===== config.mk =====
export PLATFORM = sky130hd
export DESIGN_NAME = mult_div_unit
export DESIGN_NICKNAME = d
export VERILOG_FILES = /design/src/rtl/mult_div_unit_pkg.sv /design/src/rtl/mult_div_unit_add_sub.sv /design/src/rtl/mult_div_unit.sv
export SDC_FILE = /design/constraint.sdc
export NUM_CORES = 1
export LEC_CHECK = 0
export BUFFER_PORTS_ARGS = -buffer_cell sky130_fd_sc_hd__buf_2
export CORE_MARGIN = 4
export CORE_UTILIZATION = 62
export DETAILED_ROUTE_END_ITERATION = 10
export PLACE_DENSITY = 0.85
export REMOVE_ABC_BUFFERS = 1
export SYNTH_ARGS = -nofsm -noshare
export SYNTH_HDL_FRONTEND = slang
export SYNTH_SLANG_ARGS = --single-unit
export TNS_END_PERCENT = 100

===== constraint.sdc =====
create_clock -name clock -period 6.7 [get_ports clock]
set_input_delay 1.005 -clock clock [delete_from_list [all_inputs] [get_ports clock]]
set_output_delay 1.005 -clock clock [all_outputs]
set_load 0.02 [all_outputs]

===== src/rtl/mult_div_unit_pkg.sv =====
// Shared types and constants for the iterative signed multiply/divide unit.
package mult_div_unit_pkg;

    localparam int WIDTH_DEFAULT = 32;
    localparam int COUNT_W       = 6;

    typedef enum logic [1:0] {
        IDLE = 2'd0,
        RUN  = 2'd1,
        DONE = 2'd2
    } state_e;

    typedef enum logic {
        OP_MUL = 1'b0,
        OP_DIV = 1'b1
    } op_e;

    // Per-operation context captured at the start edge.
    typedef struct packed {
        op_e  op;
        logic neg;       // operand signs differ: negate the magnitude result
        logic div_zero;  // divisor was zero
    } op_ctx_t;

endpackage


===== src/rtl/mult_div_unit_add_sub.sv =====
// Shared iteration adder: sum = a + b, or a - b when sub is set.
// For subtraction cout = 1 means no borrow (a >= b unsigned).
module add_sub_32 #(
    parameter int WIDTH = 32
) (
    input  logic [WIDTH-1:0] a,
    input  logic [WIDTH-1:0] b,
    input  logic             sub,
    output logic [WIDTH-1:0] sum,
    output logic             cout
);

    logic [WIDTH-1:0] b_eff;

    assign b_eff       = sub ? ~b : b;
    assign {cout, sum} = {1'b0, a} + {1'b0, b_eff} + {{WIDTH{1'b0}}, sub};

endmodule


===== src/rtl/mult_div_unit.sv =====
// Iterative signed multiplier / divider: radix-2 shift-add multiply and
// restoring divide on magnitudes, one iteration per cycle, WIDTH iterations.
module mult_div_unit
    import mult_div_unit_pkg::*;
#(
    parameter int WIDTH = WIDTH_DEFAULT
) (
    input  logic             clock,
    input  logic             reset,
    input  logic [WIDTH-1:0] data_operandA,
    input  logic [WIDTH-1:0] data_operandB,
    input  logic             ctrl_MULT,
    input  logic             ctrl_DIV,
    output logic [WIDTH-1:0] data_result,
    output logic             data_exception,
    output logic             data_resultRDY
);

    localparam logic [COUNT_W-1:0] LAST_ITER = COUNT_W'(WIDTH - 1);

    state_e             state_q, state_d;
    logic [COUNT_W-1:0] cnt_q;
    op_ctx_t            ctx_q;
    logic [WIDTH-1:0]   mag_a_q, mag_b_q;
    logic [WIDTH-1:0]   acc_q, lo_q;

    logic             start;
    logic [WIDTH-1:0] in_mag_a, in_mag_b;

    assign start    = ctrl_MULT | ctrl_DIV;
    assign in_mag_a = data_operandA[WIDTH-1] ? -data_operandA : data_operandA;
    assign in_mag_b = data_operandB[WIDTH-1] ? -data_operandB : data_operandB;

    // ---------------- control FSM ----------------
    always_ff @(posedge clock or posedge reset) begin
        if (reset) state_q <= IDLE;
        else       state_q <= state_d;
    end

    // A start always wins: it (re)launches from any state, aborting silently.
    always_comb begin
        state_d = state_q;
        case (state_q)
            IDLE:    if (start) state_d = RUN;
            RUN: begin
                if (start)                   state_d = RUN;
                else if (cnt_q == LAST_ITER) state_d = DONE;
            end
            DONE:    state_d = start ? RUN : IDLE;
            default: state_d = IDLE;
        endcase
    end

    // ---------------- iteration datapath ----------------
    logic [WIDTH-1:0] div_shift;
    logic [WIDTH-1:0] add_a, add_b, add_sum;
    logic             add_sub, add_cout;
    logic [WIDTH-1:0] acc_d, lo_d;

    // Restoring divide: remainder/quotient pair shifted left one bit.
    assign div_shift = {acc_q[WIDTH-2:0], lo_q[WIDTH-1]};
    assign add_sub   = (ctx_q.op == OP_DIV);
    assign add_a     = add_sub ? div_shift : acc_q;
    assign add_b     = add_sub ? mag_b_q   : mag_a_q;

    add_sub_32 #(.WIDTH(WIDTH)) u_add_sub (
        .a    (add_a),
        .b    (add_b),
        .sub  (add_sub),
        .sum  (add_sum),
        .cout (add_cout)
    );

    always_comb begin
        acc_d = acc_q;
        lo_d  = lo_q;
        if (ctx_q.op == OP_MUL) begin
            // Product {acc, lo}: add multiplicand on LSB of multiplier, shift right.
            if (lo_q[0]) begin
                acc_d = {add_cout, add_sum[WIDTH-1:1]};
                lo_d  = {add_sum[0], lo_q[WIDTH-1:1]};
            end else begin
                acc_d = {1'b0, acc_q[WIDTH-1:1]};
                lo_d  = {acc_q[0], lo_q[WIDTH-1:1]};
            end
        end else begin
            // No borrow means the trial subtraction stands and the quotient bit is 1.
            acc_d = add_cout ? add_sum : div_shift;
            lo_d  = {lo_q[WIDTH-2:0], add_cout};
        end
    end

    always_ff @(posedge clock or posedge reset) begin
        if (reset) begin
            cnt_q   <= '0;
            ctx_q   <= '0;
            mag_a_q <= '0;
            mag_b_q <= '0;
            acc_q   <= '0;
            lo_q    <= '0;
        end else if (start) begin
            cnt_q          <= '0;
            ctx_q.op       <= ctrl_MULT ? OP_MUL : OP_DIV;
            ctx_q.neg      <= data_operandA[WIDTH-1] ^ data_operandB[WIDTH-1];
            ctx_q.div_zero <= (data_operandB == '0);
            mag_a_q        <= in_mag_a;
            mag_b_q        <= in_mag_b;
            acc_q          <= '0;
            lo_q           <= ctrl_MULT ? in_mag_b : in_mag_a;
        end else if (state_q == RUN) begin
            cnt_q <= cnt_q + COUNT_W'(1);
            acc_q <= acc_d;
            lo_q  <= lo_d;
        end
    end

    // ---------------- sign correction and exceptions ----------------
    logic [2*WIDTH-1:0] prod_s;
    logic [WIDTH-1:0]   quo_s;
    logic [WIDTH:0]     prod_hi;
    logic [WIDTH-1:0]   fin_res;
    logic               fin_exc;

    assign prod_s  = ctx_q.neg ? -{acc_q, lo_q} : {acc_q, lo_q};
    assign quo_s   = ctx_q.neg ? -lo_q : lo_q;
    assign prod_hi = prod_s[2*WIDTH-1:WIDTH-1];

    always_comb begin
        fin_res = '0;
        fin_exc = 1'b0;
        if (ctx_q.op == OP_MUL) begin
            fin_res = prod_s[WIDTH-1:0];
            fin_exc = !((&prod_hi) || !(|prod_hi));
        end else if (ctx_q.div_zero) begin
            fin_res = '0;
            fin_exc = 1'b1;
        end else begin
            // A positive quotient with the top bit set only arises from MIN / -1.
            fin_res = quo_s;
            fin_exc = !ctx_q.neg && lo_q[WIDTH-1];
        end
    end

    always_ff @(posedge clock or posedge reset) begin
        if (reset) begin
            data_result    <= '0;
            data_exception <= 1'b0;
            data_resultRDY <= 1'b0;
        end else if (state_q == DONE && !start) begin
            data_result    <= fin_res;
            data_exception <= fin_exc;
            data_resultRDY <= 1'b1;
        end else begin
            data_resultRDY <= 1'b0;
        end
    end

endmodule


==> impl_metrics.ini, run 1 <==
[clock_network]
cts_setup_buffers = 0
ctsHoldBuffers = 0
clkLatencyLatePin_ns = 0.44
cts_buffers = 17
cts_resized = 0
htreeDepth = 4
ctsRootBufferMaster = clkbuf_16
cts.sinks = 173
clk_pin_slew_ns = 0.07
cts_buffer_depth = 2
cts_tree = built

[timing]
grt_setup_unrepaired = no
min_period_ns = 5.492
maxSlewViolCount = 0
timing.slew.headroom_pct = 29.06
setup_viol = 0
hold-worst-slack_ns = 0.4792
finalClockSkew_ns = 0.01614
max_freq_mhz = 182.1
tightest_slew_ns = 1.054
finalCritPeriodShare_pct = 81.97
finalHoldViolCount = 0

[logic_synthesis]
synth_top_area_share_pct = 31.48
ys.flop_type = dfrtp_1
ys_seq_area_share_pct = 31.48
ys_top_cells_by_count = a21oi_1, nor2_1, dfrtp_1
synth_cell_type_count = 75
yosys.area.top_type = dfrtp_1
async_reset_ff_share_pct = 100.0
synth.most_common_cell = a21oi_1
synth_edf_count = 0
netlist_instances = 1715
syn-cell-area_um2 = 13750
avgSynthCellArea_um2 = 8.019
ys_top_cells_by_area = dfrtp_1, a21oi_1, xor2_1
ys_warn_count = 0
synth-seq-cells = 173

[detailed_routing]
vias = 13380
first_pass_iters = 8
first_iter_violations = 1563
wl_um = 41080
avgViaCountPerCell = 6.712
wl_per_cell_um = 20.61
ant_nets = 0
drc = 0

[floorplanning]
die_h_um = 156.9
io_pins = 102
dieArea_um2 = 24630
coreArea_um2 = 21820
core.rowCount = 54
die_w_um = 156.9
initial_core_util_pct = 63.02

[setup_path]
slowest_stage = dfrtp_4
crit_chain = o21ai_0 -> fa_1 -> a211oi_1 -> o21a_1 -> o32ai_1 -> a211oi_1 -> o32a_1 -> nand2_1 -> a21oi_4 -> buf_4 -> mux2i_1 -> a21oi_1 -> a22o_1
r2r_setup_slack_ns = 1.21
cp.arrival_ns = 5.82
cp_max_fo = 89
start_kind = register
crit_start = add_sub$_DFFE_PP0N_
crit_path_max_incr_delay_ns = 1.08
critPathKind = register to register
r2r_end = acc_q[11]$_DFFE_PP0P_
path_common_cell = a211oi_1
crit_end = acc_q[11]$_DFFE_PP0P_
critical_path_required_ns = 7.02
endpoint_kind = register
r2r_cells = 13
timing.rr.start = add_sub$_DFFE_PP0N_

[cells_and_area]
final_core_util_pct = 67.73
fillers = 1755
layout.nets = 1804
drive_gt1_share_pct = 12.20
final_cell_area_um2 = 14780
diodes = 0
syn2layout_area_growth_pct = 7.469

[global_route]
grt_antenna_before_repair = 0
grt_overflow = 0
grt_max_degree = 116
first_global_vias = 12490
grt_first_pass_wirelength_um = 65370
track_usage_pct = 32.94

[pwr]
power.leakage_uw = 0.006509
vdd_drop_max_uv = 182.6
power_density_nw_per_um2 = 219.8
power_uw = 3248

[hold_path]
min_from = data_result[1]$_DFFE_PP0P_
hold_class = register to register

[run]
cap_viol_max_count = 0

[run_status]
status = complete, no violations

[placement]
gp_routability_congestion = 0.9484
dpl.hpwl_um = 28640
placed_area_um2 = 14190
io_buffer_count = 101
[flip-flops by register name, summed over array words and instances, names as in the netlist, 2 cells and up]
signal       count
acc_q           32
mag_b_q         32
state_q          2
cnt_q            6
data_result     32
lo_q            32
ctx_q            2
mag_a_q         32
[how the worst min path moves through the flow]
stage / endpoint / slack [ns] / cells after the start
2_1_floorplan: state_q[1]$_DFFE_PP0P_ / 0.44 / 1
3_3_place_gp: state_q[1]$_DFFE_PP0P_ / 0.45 / 1
3_5_place_dp: data_result[2]$_DFFE_PP0P_ / 0.47 / 2
4_1_cts: data_result[2]$_DFFE_PP0P_ / 0.48 / 2
5_1_grt: data_result[2]$_DFFE_PP0P_ / 0.51 / 2
6_report: data_result[1]$_DFFE_PP0P_ / 0.48 / 2
[layout make-up]
| type | count | area (µm²) | share of cell area (%) |
|---|---|---|---|
| clock inverter | 15 | 168.9 | 1.143 |
| inverter | 23 | 91.34 | 0.6180 |
| clock buffer | 17 | 425.4 | 2.878 |
| sequential | 173 | 4334 | 29.32 |
| tap | 280 | 350.3 | 2.370 |
| timing repair buffer | 117 | 625.6 | 4.233 |
| multi-input combinational | 1368 | 8785 | 59.43 |
[layer usage]
metal	global-route usage, %	up-vias	part of all wire [%]
li1	-	6157	-
met1	45.39	6345	41
met2	53.19	773	46
met3	4.949	103	9.6
met4	11.86	0	3.2
met5	0	-	0
[cell families after synthesis]
kind of cell,Yosys count,synth area share [%]
AND/OR/NAND/NOR,536,18.93
multiplexers,118,8.907
XOR/XNOR,144,9.170
AO/OA/AOI/OAI,534,23.39
flip-flops,173,31.48
adder cells (fa/ha/maj),36,3.330
buffers and inverters,174,4.794
[power breakdown]
part / leakage [µW] / internal (µW) / switching, µW
combinational: 0.00407 / 383 / 590
clock: 0.000289 / 503 / 505
sequential: 0.00215 / 1130 / 140
total: 0.00651 / 2010 / 1230
[layout by cell type (no fill, tap or decap), types with 16 or more instances in the layout]
| master | n |
|---|---|
| a21oi_1 | 213 |
| nand2_1 | 120 |
| buf_4 | 16 |
| ha_1 | 35 |
| mux2i_1 | 83 |
| a211oi_1 | 27 |
| inv_1 | 22 |
| xor2_1 | 103 |
| nor2_1 | 208 |
| mux2_2 | 35 |
| xnor2_1 | 41 |
| o41ai_1 | 20 |
| nor4_1 | 16 |
| clkbuf_16 | 17 |
| or4_1 | 24 |
| o21ai_0 | 134 |
| nor2b_1 | 17 |
| nand4_1 | 17 |
| nand3_1 | 24 |
| buf_2 | 101 |
| or3_1 | 22 |
| a21o_1 | 22 |
| dfrtp_1 | 171 |
| o31ai_1 | 34 |
| nor3_1 | 27 |
[stage by stage]
step	setup WS (ns)	setup TNS (ns)	cells
floorplan	-2.187	-64.54	1564
global placement	1.622	0	1961
detailed placement	1.480	0	1961
CTS	1.401	0	1993
global route	0.9728	0	1993
finish	1.208	0	1993
[critical path: cells and delay by family (launching register included)]
kind                     cells  cell delay, ns
adder cells (fa/ha/maj)      1            0.55
multiplexers                 1            0.23
buffers and inverters        1            0.41
AND/OR/NAND/NOR              1            0.14
AO/OA/AOI/OAI                9            2.92
flip-flops                   1            1.08
Power figures use the tool's default switching activity.
==> run 2: changes to the inputs <==
==> constraint.sdc (replaced) <==
create_clock -name clock -period 5.3 [get_ports clock]
set_input_delay 0.795 -clock clock [delete_from_list [all_inputs] [get_ports clock]]
set_output_delay 0.795 -clock clock [all_outputs]
set_load 0.02 [all_outputs]
==> impl_metrics.ini, run 2 (synthesized netlist as in run 1, its figures left out) <==
[setup_path]
crit_end = acc_q[31]$_DFFE_PP0P_
endpoint_kind = register
cp_max_fo = 40
r2r_cells = 12
timing.rr.start = add_sub$_DFFE_PP0N_
critical_path_required_ns = 5.62
critPathKind = register to register
path_depth = 12
cp_top_family = compound AO/OA/AOI/OAI gates
crit_chain = o21ai_0 -> fa_1 -> a211oi_1 -> o21a_1 -> o32ai_1 -> a211oi_1 -> o32a_1 -> nand2_1 -> a21oi_4 -> buf_4 -> o31ai_1 -> a221o_1
crit_path_max_incr_delay_ns = 0.74
path_common_cell = a211oi_1
r2r_end = acc_q[31]$_DFFE_PP0P_
cp.arrival_ns = 5.04
start_kind = register
crit_start = add_sub$_DFFE_PP0N_
crit_buf_inv = 1
r2r_setup_slack_ns = 0.58
slowest_stage = a21oi_4

[timing]
finalCritPeriodShare_pct = 89.11
max_freq_mhz = 211.7
maxSlewViolCount = 0
finalClockSkew_ns = 0.01897
timing.slew.headroom_pct = 30.23
finalHoldViolCount = 0
grt_setup_unrepaired = no
setup_viol = 0
min_period_ns = 4.723
tightest_slew_ns = 1.039

[clock_network]
cts_resized = 0
clkLatencyLatePin_ns = 0.44
ctsHoldBuffers = 0
cts.sinks = 173
cts_setup_buffers = 0
ctsRootBufferMaster = clkbuf_16
clk_pin_slew_ns = 0.07
cts_buffers = 17
cts_tree = built
cts_buffer_depth = 2
htreeDepth = 4

[pwr]
seqPwrFrac_pct = 38.8
power.internal_uw = 2566
p_clk_share_pct = 31.1
power.leakage_uw = 0.006556
switchingPower_uw = 1557
power_density_nw_per_um2 = 277.1
combPwrFrac_pct = 30.1
vdd_drop_max_uv = 236.0
power_uw = 4123
sw_frac_of_total_pct = 37.77

[cells_and_area]
diodes = 0
mostFrequentLayoutCells = a21oi_1, nor2_1, dfrtp_1
drive_gt1_share_pct = 12.61
final_core_util_pct = 68.17
syn2layout_area_growth_pct = 8.179
mostFrequentLayoutCell = a21oi_1
layout.nets = 1812

[global_route]
met2_usage_pct = 52.68
gr-usage-met3_pct = 4.922
grt_overflow = 0
grt-busiest-layer = met2
grt_antenna_before_repair = 0
grt_first_pass_wirelength_um = 67120
first_global_vias = 12450
track_usage_pct = 33.90
grt_max_degree = 104
grt_util_met1_pct = 49.16

[run_status]
status = complete, no violations

[floorplanning]
initial_core_util_pct = 63.02
core.rowCount = 54
io_pins = 102
die_w_um = 156.9
die_h_um = 156.9
dieArea_um2 = 24630
coreArea_um2 = 21820

[hold_path]
hold_class = register to register

[run]
cap_viol_max_count = 0

[detailed_routing]
wl_um = 41680
avgViaCountPerCell = 6.726
wl_per_cell_um = 20.83
ant_nets = 0
first_pass_iters = 6
vias = 13460
first_iter_violations = 1465
drc = 0

[placement]
io_buffer_count = 101
dpl.hpwl_um = 29410
gp_routability_congestion = 0.9902
==> run 2: cell types whose count changed in the layout (fill, tap and decap cells not counted) <==
| cell | change |
|---|---|
| buf_12 | +2 |
| inv_8 | -1 |
| clkbuf_8 | +1 |
| inv_6 | +1 |
| clkinv_8 | +1 |
| clkinv_2 | -1 |
| clkinvlp_4 | +1 |
| clkinv_4 | -2 |
| buf_4 | +6 |
==> run 2: tightest hold or removal path: stages, from the launching register on <==
cell	delay (ns)
dfrtp_1	0.34
nand2_1	0.04
o21ai_0	0.06
==> run 2: cell type report <==
type / instances / area [µm²]
multi-input cells: 1368 / 8785
fillers: 1796 / 6945
flip-flops and latches: 173 / 4334
repair buffers: 125 / 710.7
clock buffers: 18 / 439.2
well taps: 280 / 350.3
clock inverters: 14 / 167.7
inverters: 23 / 91.34
==> run 2: how the worst min path moves through the flow <==
stage,from,end,slack [ns],depth (start not counted)
floorplan,cnt_q[5]$_DFFE_PP0P_,state_q[1]$_DFFE_PP0P_,0.44,1
global placement,data_result[5]$_DFFE_PP0P_,data_result[5]$_DFFE_PP0P_,0.46,2
detailed placement,data_result[7]$_DFFE_PP0P_,data_result[7]$_DFFE_PP0P_,0.47,2
CTS,data_result[27]$_DFFE_PP0P_,data_result[27]$_DFFE_PP0P_,0.49,2
global route,data_result[7]$_DFFE_PP0P_,data_result[7]$_DFFE_PP0P_,0.50,2
finish,data_result[27]$_DFFE_PP0P_,data_result[27]$_DFFE_PP0P_,0.48,2
==> run 2: power by group through the flow <==
stage / registers [µW] / clock network, µW / logic [µW]
after floorplan: 1590 / 0 / 869
after global placement: 1610 / 0 / 1180
after detailed placement: 1610 / 0 / 1200
after CTS: 1590 / 1280 / 1220
after global routing: 1610 / 1350 / 1370
final: 1600 / 1280 / 1240
==> run 2: metal layers <==
metal  vias to the layer above  wire length (µm)
met1                      6381             17370
met3                       105              4237
li1                       6193                 -
met2                       780             18730
met5                         -                 0
met4                         0              1340
==> run 2: per-stage QoR <==
step	TNS (ns)	instance area, µm²	worst slack, ns	instances	hold WS, ns
after floorplan	-155.40	13180	-3.587	1564	0.4413
after global placement	0	14270	0.8056	1969	0.4576
after detailed placement	0	14270	0.6858	1969	0.4686
after CTS	0	14880	0.6497	2001	0.4852
after global routing	0	14880	0.3379	2001	0.5003
final	0	14880	0.5771	2001	0.4817
==> run 3: changes to the inputs <==
--- a/config.mk
+++ b/config.mk
@@ -9,7 +9,7 @@
 export CORE_MARGIN = 4
 export CORE_UTILIZATION = 62
 export DETAILED_ROUTE_END_ITERATION = 10
-export PLACE_DENSITY = 0.85
+export PLACE_DENSITY = 0.84
 export REMOVE_ABC_BUFFERS = 1
 export SYNTH_ARGS = -nofsm -noshare
 export SYNTH_HDL_FRONTEND = slang
==> impl_metrics.ini, run 3 (synthesized netlist as in run 1, its figures left out) <==
[pwr]
power_density_nw_per_um2 = 275.7
power.leakage_uw = 0.006565
power_uw = 4101
vdd_drop_max_uv = 271.7

[global_route]
track_usage_pct = 33.19
grt_antenna_before_repair = 0
first_global_vias = 12620
grt_overflow = 0
grt_first_pass_wirelength_um = 65760
grt_max_degree = 84

[floorplanning]
dieArea_um2 = 24630
initial_core_util_pct = 63.02
die_w_um = 156.9
io_pins = 102
die_h_um = 156.9
coreArea_um2 = 21820
core.rowCount = 54

[setup_path]
crit_path_max_incr_delay_ns = 0.80
slowest_stage = dfrtp_4
cp.arrival_ns = 4.94
cp_max_fo = 53
crit_chain = mux2_2 -> ha_1 -> o21ai_0 -> o21a_1 -> o32ai_1 -> a211oi_1 -> o31a_1 -> o21ai_0 -> a21oi_1 -> xnor2_1 -> or3b_2 -> a31oi_1
critical_path_required_ns = 5.65
start_kind = register
timing.rr.start = add_sub$_DFFE_PP0N_
crit_buf_inv = 0
crit_start = add_sub$_DFFE_PP0N_
endpoint_kind = register
critPathKind = register to register
cp_top_family = compound AO/OA/AOI/OAI gates
path_common_cell = o21ai_0

[cells_and_area]
mostFrequentLayoutCell = a21oi_1
drive_gt1_share_pct = 12.87
multi_input_area_um2 = 8787
final_core_util_pct = 68.15
fillers = 1810
register_area_um2 = 4334
layout.nets = 1816
mostFrequentLayoutCells = a21oi_1, nor2_1, dfrtp_1
syn2layout_area_growth_pct = 8.142
diodes = 0

[clock_network]
ctsHoldBuffers = 0
cts_buffer_depth = 2
clk_pin_slew_ns = 0.07
cts_setup_buffers = 0
cts_tree = built
ctsRootBufferMaster = clkbuf_16
clkLatencyLatePin_ns = 0.44
cts.sinks = 173
cts_resized = 0
htreeDepth = 4
cts_buffers = 17

[timing]
grt_setup_unrepaired = no
min_period_ns = 4.591
setup_viol = 0
finalHoldViolCount = 0
finalCritPeriodShare_pct = 86.62
max_freq_mhz = 217.8
finalClockSkew_ns = 0.01266
timing.slew.headroom_pct = 24.48
tightest_slew_ns = 1.124
tns_ns = 0
maxSlewViolCount = 0

[detailed_routing]
vias = 13350
first_pass_iters = 6
wl_um = 41060
ant_nets = 0
drc = 0
wl_per_cell_um = 20.48
avgViaCountPerCell = 6.659
first_iter_violations = 1544

[hold_path]
hold_class = register to register
min_from = data_result[0]$_DFFE_PP0P_

[run]
cap_viol_max_count = 0

[placement]
dpl.hpwl_um = 29290
gp_routability_congestion = 0.9272
io_buffer_count = 101

[run_status]
status = complete, no violations
[run 3: final cells by class]
type / instances / area share, %
clock buffer: 18 / 2.953
multi-input combinational: 1368 / 59.08
sequential: 173 / 29.14
inverter: 23 / 0.6141
clock inverter: 14 / 0.9590
tap: 280 / 2.356
timing repair buffer: 129 / 4.896
[run 3: per-layer routing]
metal / global-route usage [%] / wire, µm / part of all wire [%]
met3: 6.929 / 4127 / 10
met1: 45.52 / 16980 / 41
met2: 52.58 / 18670 / 45
met4: 11.57 / 1275 / 3.1
met5: 0 / 0 / 0
[run 3: power by group]
group / switching, µW / leakage (µW) / internal, µW / total [µW]
Combinational: 759 / 0.00413 / 489 / 1250
Clock: 624 / 0.000280 / 639 / 1260
Sequential: 163 / 0.00215 / 1430 / 1590
Total: 1550 / 0.00657 / 2560 / 4100
[run 3: stage by stage]
stage          area [µm²]  setup WS, ns  instances  hold WS, ns
6_report            14870        0.7089       2005       0.4759
5_1_grt             14870        0.4397       2005       0.5039
4_1_cts             14870        0.7842       2005       0.4819
3_5_place_dp        14290        0.8731       1973       0.4656
3_3_place_gp        14290        0.9565       1973       0.4579
2_1_floorplan       13180        -3.587       1564       0.4413
[run 3: worst paths after layout]
| path | end | slack [ns] | cells past startpoint |
|---|---|---|---|
| worst max-delay path | acc_q[22]$_DFFE_PP0P_ | 0.71 | 12 |
| worst min-delay path | data_result[0]$_DFFE_PP0P_ | 0.48 | 2 |
| worst max register to register | acc_q[22]$_DFFE_PP0P_ | 0.71 | 12 |
| max in group asynchronous | ctx_q[1]$_DFFE_PP0N_ | 3.65 | 3 |
| worst min register to register | data_result[0]$_DFFE_PP0P_ | 0.48 | 2 |
| min in group asynchronous | data_result[7]$_DFFE_PP0P_ | 0.49 | 2 |
[run 3: worst min-delay path: stages (launching register included)]
cell,delay (ns)
dfrtp_1,0.34
nand2_1,0.04
o21ai_0,0.06
